==> config.mk <==
export PLATFORM = sky130hd
export DESIGN_NAME = ntt_host_ctrl
export DESIGN_NICKNAME = d
export VERILOG_FILES = /design/src/rtl/ntt_host_ctrl_pkg.sv /design/src/rtl/ntt_host_ctrl_cnt.sv /design/src/rtl/ntt_host_ctrl.sv
export SDC_FILE = /design/constraint.sdc
export NUM_CORES = 1
export LEC_CHECK = 0
export BUFFER_PORTS_ARGS = -buffer_cell sky130_fd_sc_hd__buf_2
export CORE_ASPECT_RATIO = 1.4
export CORE_UTILIZATION = 41
export CTS_CLUSTER_DIAMETER = 50
export DETAILED_ROUTE_END_ITERATION = 10
export GPL_TIMING_DRIVEN = 0
export MAX_ROUTING_LAYER = met4
export PLACE_DENSITY = 0.77
export SETUP_SLACK_MARGIN = 0.15
export SYNTH_ARGS = -nofsm -noshare
export SYNTH_HDL_FRONTEND = slang
export SYNTH_SLANG_ARGS = --single-unit
==> constraint.sdc <==
create_clock -name clk -period 2.69 [get_ports clk]
set_input_delay 0.1345 -clock clk [delete_from_list [all_inputs] [get_ports clk]]
set_output_delay 0.1345 -clock clk [all_outputs]
set_load 0.05 [all_outputs]
==> src/rtl/ntt_host_ctrl_pkg.sv <==
// ntt_host_ctrl_pkg
// Shared types and helpers for the NTT host controller:
//   state_t  - controller FSM states
//   OP_*     - host command op codes (cmd_op)
//   err_t    - sticky error codes reported on err
//   w_count  - number of twiddle words per ring/PE configuration
// No ports (package).

`ifndef DATA_SIZE_ARB
`define DATA_SIZE_ARB 32
`endif
`ifndef RING_DEPTH
`define RING_DEPTH 10
`endif
`ifndef PE_DEPTH
`define PE_DEPTH 3
`endif

package ntt_host_ctrl_pkg;

    typedef enum logic [2:0] {
        S_IDLE,
        S_PULSE,
        S_LOAD,
        S_GAPW,
        S_START,
        S_WAIT,
        S_DRAIN
    } state_t;

    localparam logic OP_LOADW = 1'b0;
    localparam logic OP_RUN   = 1'b1;

    typedef enum logic [1:0] {
        ERR_NONE     = 2'd0,
        ERR_UNDERRUN = 2'd1,
        ERR_NO_TW    = 2'd2,
        ERR_TIMEOUT  = 2'd3
    } err_t;

    // Width of the shared down-counter; wide enough for any TIMEOUT.
    localparam int unsigned CNT_W = 32;

    function automatic int unsigned w_count(input int unsigned ring_depth,
                                            input int unsigned pe_depth);
        return (((32'd1 << (ring_depth - pe_depth)) - 32'd1) + pe_depth) << pe_depth;
    endfunction

endpackage

==> src/rtl/ntt_host_ctrl_cnt.sv <==
// ntt_host_ctrl_cnt
// Loadable down-counter shared by word, gap and timeout counting.
// Ports:
//   clk      in  clock, rising edge
//   reset    in  synchronous, active-low; clears count
//   load     in  load load_val (has priority over dec)
//   dec      in  decrement by one, saturating at zero
//   load_val in  WIDTH value to load
//   count    out WIDTH current count
//   zero     out count == 0

module ntt_host_ctrl_cnt #(
    parameter int unsigned WIDTH = 32
) (
    input  logic             clk,
    input  logic             reset,
    input  logic             load,
    input  logic             dec,
    input  logic [WIDTH-1:0] load_val,
    output logic [WIDTH-1:0] count,
    output logic             zero
);

    always_ff @(posedge clk) begin
        if (!reset) begin
            count <= '0;
        end else if (load) begin
            count <= load_val;
        end else if (dec && (count != '0)) begin
            count <= count - WIDTH'(1);
        end
    end

    assign zero = (count == '0);

endmodule

==> src/rtl/ntt_host_ctrl.sv <==
// ntt_host_ctrl
// Host-side sequencer for an NTT core: loads twiddles (LOADW) or runs a
// transform (RUN), streaming input words into the core, pulsing start,
// waiting for done with a timeout and forwarding the result stream.
// Ports:
//   clk, reset            clock (rising edge), synchronous active-low reset
//   cmd_valid/ready/op    host command handshake; op 0 = LOADW, 1 = RUN
//   in_valid/ready/data   input word stream (gapless once started)
//   out_valid/data/last   result stream, no backpressure
//   ntt_load_w            one-cycle strobe starting a twiddle load
//   ntt_load_data         one-cycle strobe starting a data load
//   ntt_start             one-cycle strobe starting the transform
//   ntt_din               registered word to the core
//   ntt_done, ntt_dout    completion flag and result data from the core
//   busy                  controller not idle
//   err                   sticky error code, cleared by next accepted command

`ifndef DATA_SIZE_ARB
`define DATA_SIZE_ARB 32
`endif
`ifndef RING_DEPTH
`define RING_DEPTH 10
`endif
`ifndef PE_DEPTH
`define PE_DEPTH 3
`endif

module ntt_host_ctrl
    import ntt_host_ctrl_pkg::*;
#(
    parameter int unsigned DATA_SIZE_ARB = `DATA_SIZE_ARB,
    parameter int unsigned RING_DEPTH    = `RING_DEPTH,
    parameter int unsigned PE_DEPTH      = `PE_DEPTH,
    parameter int unsigned GAP           = 5,
    parameter int unsigned TIMEOUT       = 65535
) (
    input  logic                     clk,
    input  logic                     reset,
    input  logic                     cmd_valid,
    output logic                     cmd_ready,
    input  logic                     cmd_op,
    input  logic                     in_valid,
    output logic                     in_ready,
    input  logic [DATA_SIZE_ARB-1:0] in_data,
    output logic                     out_valid,
    output logic [DATA_SIZE_ARB-1:0] out_data,
    output logic                     out_last,
    output logic                     ntt_load_w,
    output logic                     ntt_load_data,
    output logic                     ntt_start,
    output logic [DATA_SIZE_ARB-1:0] ntt_din,
    input  logic                     ntt_done,
    input  logic [DATA_SIZE_ARB-1:0] ntt_dout,
    output logic                     busy,
    output logic [1:0]               err
);

    localparam int unsigned RING_SIZE = 32'd1 << RING_DEPTH;
    localparam int unsigned W_COUNT   = w_count(RING_DEPTH, PE_DEPTH);
    localparam int unsigned N_LOADW   = 2 * W_COUNT + 2;
    localparam int unsigned N_RUN     = RING_SIZE;

    // Counter reload values are "cycles - 1" so the zero flag marks the last cycle.
    localparam logic [CNT_W-1:0] LD_LOADW   = CNT_W'(N_LOADW - 1);
    localparam logic [CNT_W-1:0] LD_RUN     = CNT_W'(N_RUN - 1);
    localparam logic [CNT_W-1:0] LD_GAP     = CNT_W'((GAP == 0) ? 0 : GAP - 1);
    localparam logic [CNT_W-1:0] LD_TIMEOUT = CNT_W'((TIMEOUT == 0) ? 0 : TIMEOUT - 1);
    localparam logic [CNT_W-1:0] LD_DRAIN   = CNT_W'(RING_SIZE - 1);

    state_t state, state_next;
    logic   op, op_next;
    err_t   err_q, err_next;
    logic   w_loaded, w_loaded_next;

    logic             cnt_load, cnt_dec, cnt_zero;
    logic [CNT_W-1:0] cnt_val, cnt_count;

    ntt_host_ctrl_cnt #(
        .WIDTH (CNT_W)
    ) u_cnt (
        .clk      (clk),
        .reset    (reset),
        .load     (cnt_load),
        .dec      (cnt_dec),
        .load_val (cnt_val),
        .count    (cnt_count),
        .zero     (cnt_zero)
    );

    always_ff @(posedge clk) begin
        if (!reset) begin
            state    <= S_IDLE;
            op       <= OP_LOADW;
            err_q    <= ERR_NONE;
            w_loaded <= 1'b0;
            ntt_din  <= '0;
        end else begin
            state    <= state_next;
            op       <= op_next;
            err_q    <= err_next;
            w_loaded <= w_loaded_next;
            if (in_ready && in_valid) begin
                ntt_din <= in_data;
            end
        end
    end

    always_comb begin
        state_next    = state;
        op_next       = op;
        err_next      = err_q;
        w_loaded_next = w_loaded;
        cnt_load      = 1'b0;
        cnt_dec       = 1'b0;
        cnt_val       = '0;
        cmd_ready     = 1'b0;
        in_ready      = 1'b0;
        ntt_load_w    = 1'b0;
        ntt_load_data = 1'b0;
        ntt_start     = 1'b0;
        out_valid     = 1'b0;
        out_last      = 1'b0;
        out_data      = '0;

        case (state)
            S_IDLE: begin
                cmd_ready = 1'b1;
                if (cmd_valid) begin
                    err_next = ERR_NONE;
                    op_next  = cmd_op;
                    if ((cmd_op == OP_RUN) && !w_loaded) begin
                        // Rejected RUN stays in IDLE: no strobe, no in_ready.
                        err_next = ERR_NO_TW;
                    end else begin
                        state_next = S_PULSE;
                        cnt_load   = 1'b1;
                        cnt_val    = (cmd_op == OP_RUN) ? LD_RUN : LD_LOADW;
                    end
                end
            end

            S_PULSE, S_LOAD: begin
                in_ready = 1'b1;
                if (state == S_PULSE) begin
                    ntt_load_w    = (op == OP_LOADW);
                    ntt_load_data = (op == OP_RUN);
                end
                if (!in_valid) begin
                    err_next   = ERR_UNDERRUN;
                    state_next = S_IDLE;
                end else if (cnt_zero) begin
                    if (GAP != 0) begin
                        cnt_load   = 1'b1;
                        cnt_val    = LD_GAP;
                        state_next = S_GAPW;
                    end else if (op == OP_RUN) begin
                        state_next = S_START;
                    end else begin
                        w_loaded_next = 1'b1;
                        state_next    = S_IDLE;
                    end
                end else begin
                    cnt_dec    = 1'b1;
                    state_next = S_LOAD;
                end
            end

            S_GAPW: begin
                if (cnt_zero) begin
                    if (op == OP_RUN) begin
                        state_next = S_START;
                    end else begin
                        w_loaded_next = 1'b1;
                        state_next    = S_IDLE;
                    end
                end else begin
                    cnt_dec = 1'b1;
                end
            end

            S_START: begin
                ntt_start  = 1'b1;
                cnt_load   = 1'b1;
                cnt_val    = LD_TIMEOUT;
                state_next = S_WAIT;
            end

            S_WAIT: begin
                // done wins over timeout when both land on the same cycle
                if (ntt_done) begin
                    cnt_load   = 1'b1;
                    cnt_val    = LD_DRAIN;
                    state_next = S_DRAIN;
                end else if (cnt_zero) begin
                    err_next   = ERR_TIMEOUT;
                    state_next = S_IDLE;
                end else begin
                    cnt_dec = 1'b1;
                end
            end

            S_DRAIN: begin
                out_valid = 1'b1;
                out_data  = ntt_dout;
                out_last  = cnt_zero;
                if (cnt_zero) begin
                    state_next = S_IDLE;
                end else begin
                    cnt_dec = 1'b1;
                end
            end

            default: state_next = S_IDLE;
        endcase
    end

    assign busy = (state != S_IDLE);
    assign err  = err_q;

endmodule

# Word-level counts from Yosys, hierarchy flattened
# Index checks and enable logic that the tools add are counted.
# word_totals
reg_bits	71
output_inout_bits	74
elab_cells	80
# op_classes
reduce_logical	16
eq_ne	12
n_bitwise	1
muxes	44
add_sub_neg	1
# op_table
operator	n
2-to-1 mux 32 bit	3
one-hot mux 16 bit (4 select lines)	1
2-to-1 mux 12 bit	3
logical NOT 32 bit	1
nonzero test 32 bit	1
subtractor 32 x 1 -> 32 bit, second input constant	1
2-to-1 mux 3 bit	8
2-to-1 mux 1 bit	18
one-hot mux 3 bit (6 select lines)	1
2-to-1 mux 2 bit	6
!= test 2 bit, second input constant	6
2-to-1 mux 10 bit	1
equality test 3 bit, second input constant	3
equality test 3 x 2 -> 1 bit, second input constant	2
one-hot mux 2 bit (3 select lines)	1
AND reduction 3 bit	2
nonzero test 3 bit	2
AND reduction 5 bit	1
one-hot mux 1 bit (4 select lines)	1
OR reduction 2 bit	2
equality test 3 x 1 -> 1 bit, second input constant	1
logical AND 1 bit	3
logical NOT 3 bit	1
one-hot mux 1 bit (3 select lines)	1
4 further kinds	4

# Logic depth before layout (Yosys ltp)
# logic_depth
word_depth	7
mapped_depth	10
depth_no_buf	8

# Hierarchy
# From an unflattened synthesis, not the netlist that was laid out.
# hier_totals
hier_cells	491
area_unflattened_um2	3956.3
# modules_own_cells
module	n_inst	cells_per_inst	seq_area_each_um2	area_per_inst_um2
ntt_host_ctrl	1	262	780.7	2020.7
ntt_host_ctrl_cnt	1	229	640.6	1935.6

# Worst setup path before layout
# Ideal clock, no wire load.
# synth_timing
kind	reg-to-output
startpoint	reg state[2]
endpoint	out busy
path_slack_ps	3
arrival_time_ps	2553
stages_incl_launch_ff	5
n_path_buf	2
path_cell_list	dfxtp_1 -> clkbuf_1 -> clkbuf_1 -> nor3_1 -> inv_1
# synth_between
elab_chain_cells	1
# synth_rtl
element	line	text
start: declaration	ntt_host_ctrl.sv:70	state_t state, state_next;
start signal: assignment	ntt_host_ctrl.sv:98	state <= state_next;
nonzero test 3 bit	ntt_host_ctrl.sv:217	assign busy = (state != S_IDLE);
end: declaration	ntt_host_ctrl.sv:54	output logic busy,
# Every way passes these cells.

# Worst setup path in the final report
# layout_timing
startpoint	reg u_cnt.count[5]
endpoint	reg u_cnt.count[19]
# layout_between
elab_chain_cells	6
# layout_rtl
element	line	text
start: declaration	ntt_host_ctrl_cnt.sv:20	output logic [WIDTH-1:0] count,
start signal: assignment	ntt_host_ctrl_cnt.sv:28	count <= load_val;
start signal: assignment	ntt_host_ctrl_cnt.sv:30	count <= count - WIDTH'(1);
branches (longest 6 deep; another with subtractor 32 x 1 -> 32 bit)	n/a	
# Parallel ways; which one is timed is not known. The select of a mux whose other input is x is not followed.
# A chain may end at the register's enable or synchronous reset.

==> metrics.md <==
| Metric | Value |
|---|---|
| Largest net degree at the start of global routing | `13` |
| Hold_buf cts | `0` |
| Clock Sinks | `71` |
| Drt first pass iters | `4` |
| # diodes | `0` |
| Share of the synthesized area in the top cell type | `39.1%` |
| Tcrit/Tclk final | `about nine tenths` |
| DRC errors left | `0` |
| Top cells by area, synth | `dfxtp_1 (39%), nand2_1 (9.4%), a21oi_1 (7.7%)` |
| DR vias/cell | `5.33` |
| Final setup viols | `0` |
| Initial core utilization | `42.2%` |
| CTS tree | `done` |
| Total GRT Usage | `24.6%` |
| Grt ovf | `0` |
| DPL Wire Length | `roughly 7900 microns` |
| LEAKAGE | `2.25 nW` |
| First-pass GRT wire length | `17100 microns` |
| Tmin final | `between 2 and 2.5 ns` |
| Sw frac | `44.7%` |
| Critical Path End Type | `flop` |
| Syn_nets | `between 500 and 600` |
| CTS root buf | `clkbuf_16` |
| Met1 Track Usage GR | `between 20% and 30%` |
| Power Density | `approximately 1100 mW/mm^2` |
| Pint | `0.00302 W` |
| Clock skew | `0.00700 ns` |
| GR peak layer | `met2` |
| CTS H-tree lvls | `3` |
| Most used DFF post-synth | `dfxtp_1` |
| Fill count | `792` |
| Worst-Margin Slew | `roughly 0.67 ns` |
| CTS max path bufs | `2` |
| Syn avg cell area | `approximately 7.8 sq um` |
| Switch Pwr | `between 0.002 and 0.0025 W` |
| Post-synth top area cell | `dfxtp_1` |
| Post-route ant nets | `0` |
| Peak Freq | `just over 400 MHz` |
| Cell row count | `40` |
| CP Data Required Time | `2.96 ns` |
| Sequential power share | `a little over a quarter` |
| M2 GR Usage | `approximately two fifths` |
| Critical path type | `flop to flop` |
| YS warnings | `0` |
| P&R area growth vs syn | `34.9%` |
| IO buf count | `143` |
| Clock network power share | `21.6%` |
| Setup TNS | `0 ns` |
| Worst slew margin | `a little under three fifths` |
| Final std cells w/o fill | `734` |
| Number of synthesized flops with an enable pin | `0` |
| Skew-Pair Late Insertion Delay | `around 0.34 ns` |
| Routability congestion estimate | `0.889` |
| Crit path launch type | `flop` |
| Worst-path fanout max | `8` |
| Nets | `approximately 700` |
| Syn Inst Count | `465` |
| Max VDD drop | `0.000734 V` |
| Number of global-route vias before repair | `3739` |
| Top-Level Pins | `144` |
| Status | `completed` |
| Share of layout cells above drive strength 1 | `31.0%` |
| Post-synthesis sequential area ratio | `39.1%` |
| Post-synth ARST share | `0%` |
| Worst hold-check path type | `primary input to flop` |
| Met3 GRT Util | `5.12%` |
| DIE AREA | `0.00925 sq mm` |
| Die width | `81.6 microns` |
| Routed via count | `3909` |
| DR iter-0 viols | `181` |
| Clock transition at path regs | `0.06 ns` |
| Initial antenna violation count | `0` |
| Die height | `113 microns` |
| Number of CTS-inserted buffers | `9` |
| Average wire per cell in the routed design | `14.4 microns` |
| RSZ-0062 raised after global routing | `yes` |
| Final Max Tran Viols | `0` |
| Core area | `0.00861 sq mm` |
| Post-Syn Area | `between 0.003 and 0.004 sq mm` |
| Hold Fails Final Rpt | `0` |
| Logic pwr share | `51.2%` |
| Detailed Route WL | `10600 microns` |
| Worst EP arrival | `2.71 ns` |
| Synth unique cells | `55` |
| Max Cap Viol | `0` |
| Flop and latch count out of synthesis | `71` |
| Placed cells | `713` |
## per-stage QoR
step                util (%)  hold WS (ns)  total power [W]  cell area (sq um)  setup slack (ns)
finish                  57.0        0.0309          0.00547               4900             0.243
global route            57.0        0.0339          0.00581               4900            0.0882
CTS                     56.2        0.0251          0.00533               4830             0.116
detailed placement      52.1         0.383          0.00405               4490           0.00769
global placement        52.1         0.375          0.00398               4490             0.110
floorplan                  -         0.271          0.00346               3640             0.321
## cell usage in the layout (no fill, tap or decap), types with 2 or more instances in the layout
cell       instances
clkbuf_16          9
o211ai_1           6
xor2_1            12
xnor2_1            2
nor4_1             7
o211a_1            3
or3_1              8
nor3_2             4
nand3_2            2
nand4_1            4
nor3b_1            2
or4_1              2
clkinv_2           2
nand2_1           91
a211oi_1           3
and3_1             3
nor3_1            10
a21oi_1           56
nand2b_1           7
dfxtp_1           70
nor4_4             4
o31ai_1            4
o21ai_0           18
mux2i_1            3
nor2_1            25
buf_4              6
nand3_1           12
inv_1              7
buf_2            146
nand4b_1           4
o221a_2            3
inv_2              2
o21a_1             3
and2_1            37
clkbuf_1          20
clkbuf_2           2
## power groups by stage
stage / sequential, W / combinational [W] / clock, W
2_1_floorplan: 0.00160 / 0.00187 / 0
3_3_place_gp: 0.00148 / 0.00250 / 0
3_5_place_dp: 0.00149 / 0.00256 / 0
4_1_cts: 0.00148 / 0.00265 / 0.00120
5_1_grt: 0.00152 / 0.00306 / 0.00124
6_report: 0.00149 / 0.00280 / 0.00118
## path summary, 6_finish.rpt
kind,startpoint,to,slack (ns),cells past startpoint
worst max-delay path,u_cnt.count[5],u_cnt.count[19],0.24,6
worst min-delay path,in_data[24],ntt_din[24],0.03,3
worst max register to register,u_cnt.count[5],u_cnt.count[19],0.24,6
worst min register to register,ntt_din[5],ntt_din[5],0.45,2
## registers in the layout (all words and copies together) (netlist names)
| name | count |
|---|---|
| err | 2 |
| ntt_din | 32 |
| op | 1 |
| state | 3 |
| u_cnt.count | 32 |
| w_loaded | 1 |
## per-layer routing
metal | wire length, microns | share of wire [%]
met5 | 0 | 0
met4 | 359 | 3.4
met3 | 548 | 5.2
met2 | 5280 | 50
met1 | 4370 | 41
## worst max-delay path, cell delays in order, from the launching register on
cell      delay (ns)
dfxtp_1         0.35
nor4_4          0.44
nand2b_1        0.17
nor2_1          0.56
o311ai_2        0.31
or3_1           0.40
a21oi_1         0.14
## timing repair
item | 4_1_cts | 5_1_grt
setup buffers | 3 | 3
endpoints found under the setup margin | 38 | 55
cloned | 0 | 0
resized for setup | 5 | 15
pin swaps | 1 | 2
## cells by family (layout without fill, tap and decap cells)
kind of cell | after synthesis | after routing | synth area share, %
buf+inv | 35 | 199 | 3.79
xor+xnor | 14 | 14 | 3.37
compound gates | 107 | 107 | 17.9
simple gates | 234 | 234 | 34.7
fa+ha+maj | 1 | 1 | 0.344
flops | 71 | 71 | 39.1
mux | 3 | 3 | 0.826
## synth_stat cells (4+ instances only)
master / instances
nand2_1: 91
dfxtp_1: 71
a21oi_1: 56
and2_1: 37
nor2_1: 26
clkbuf_1: 23
o21ai_0: 18
nand3_1: 13
nor3_1: 13
xor2_1: 12
inv_1: 8
or3_1: 8
nand2b_1: 7
nor4_1: 7
o211ai_1: 6
nand4_1: 4
nand4b_1: 4
nor4_4: 4
o31ai_1: 4
## area by class of cell
class	instances	area (sq um)	share of cell area, %
timing repair buffer	149	761	15.5
clock inverter	5	57.6	1.17
inverter	9	33.8	0.689
tap	105	131	2.68
sequential	71	1420	29.0
multi-input combinational	359	2150	43.8
buffer	26	111	2.27
clock buffer	10	239	4.87
Note: power is estimated with default switching activity, not from simulation.
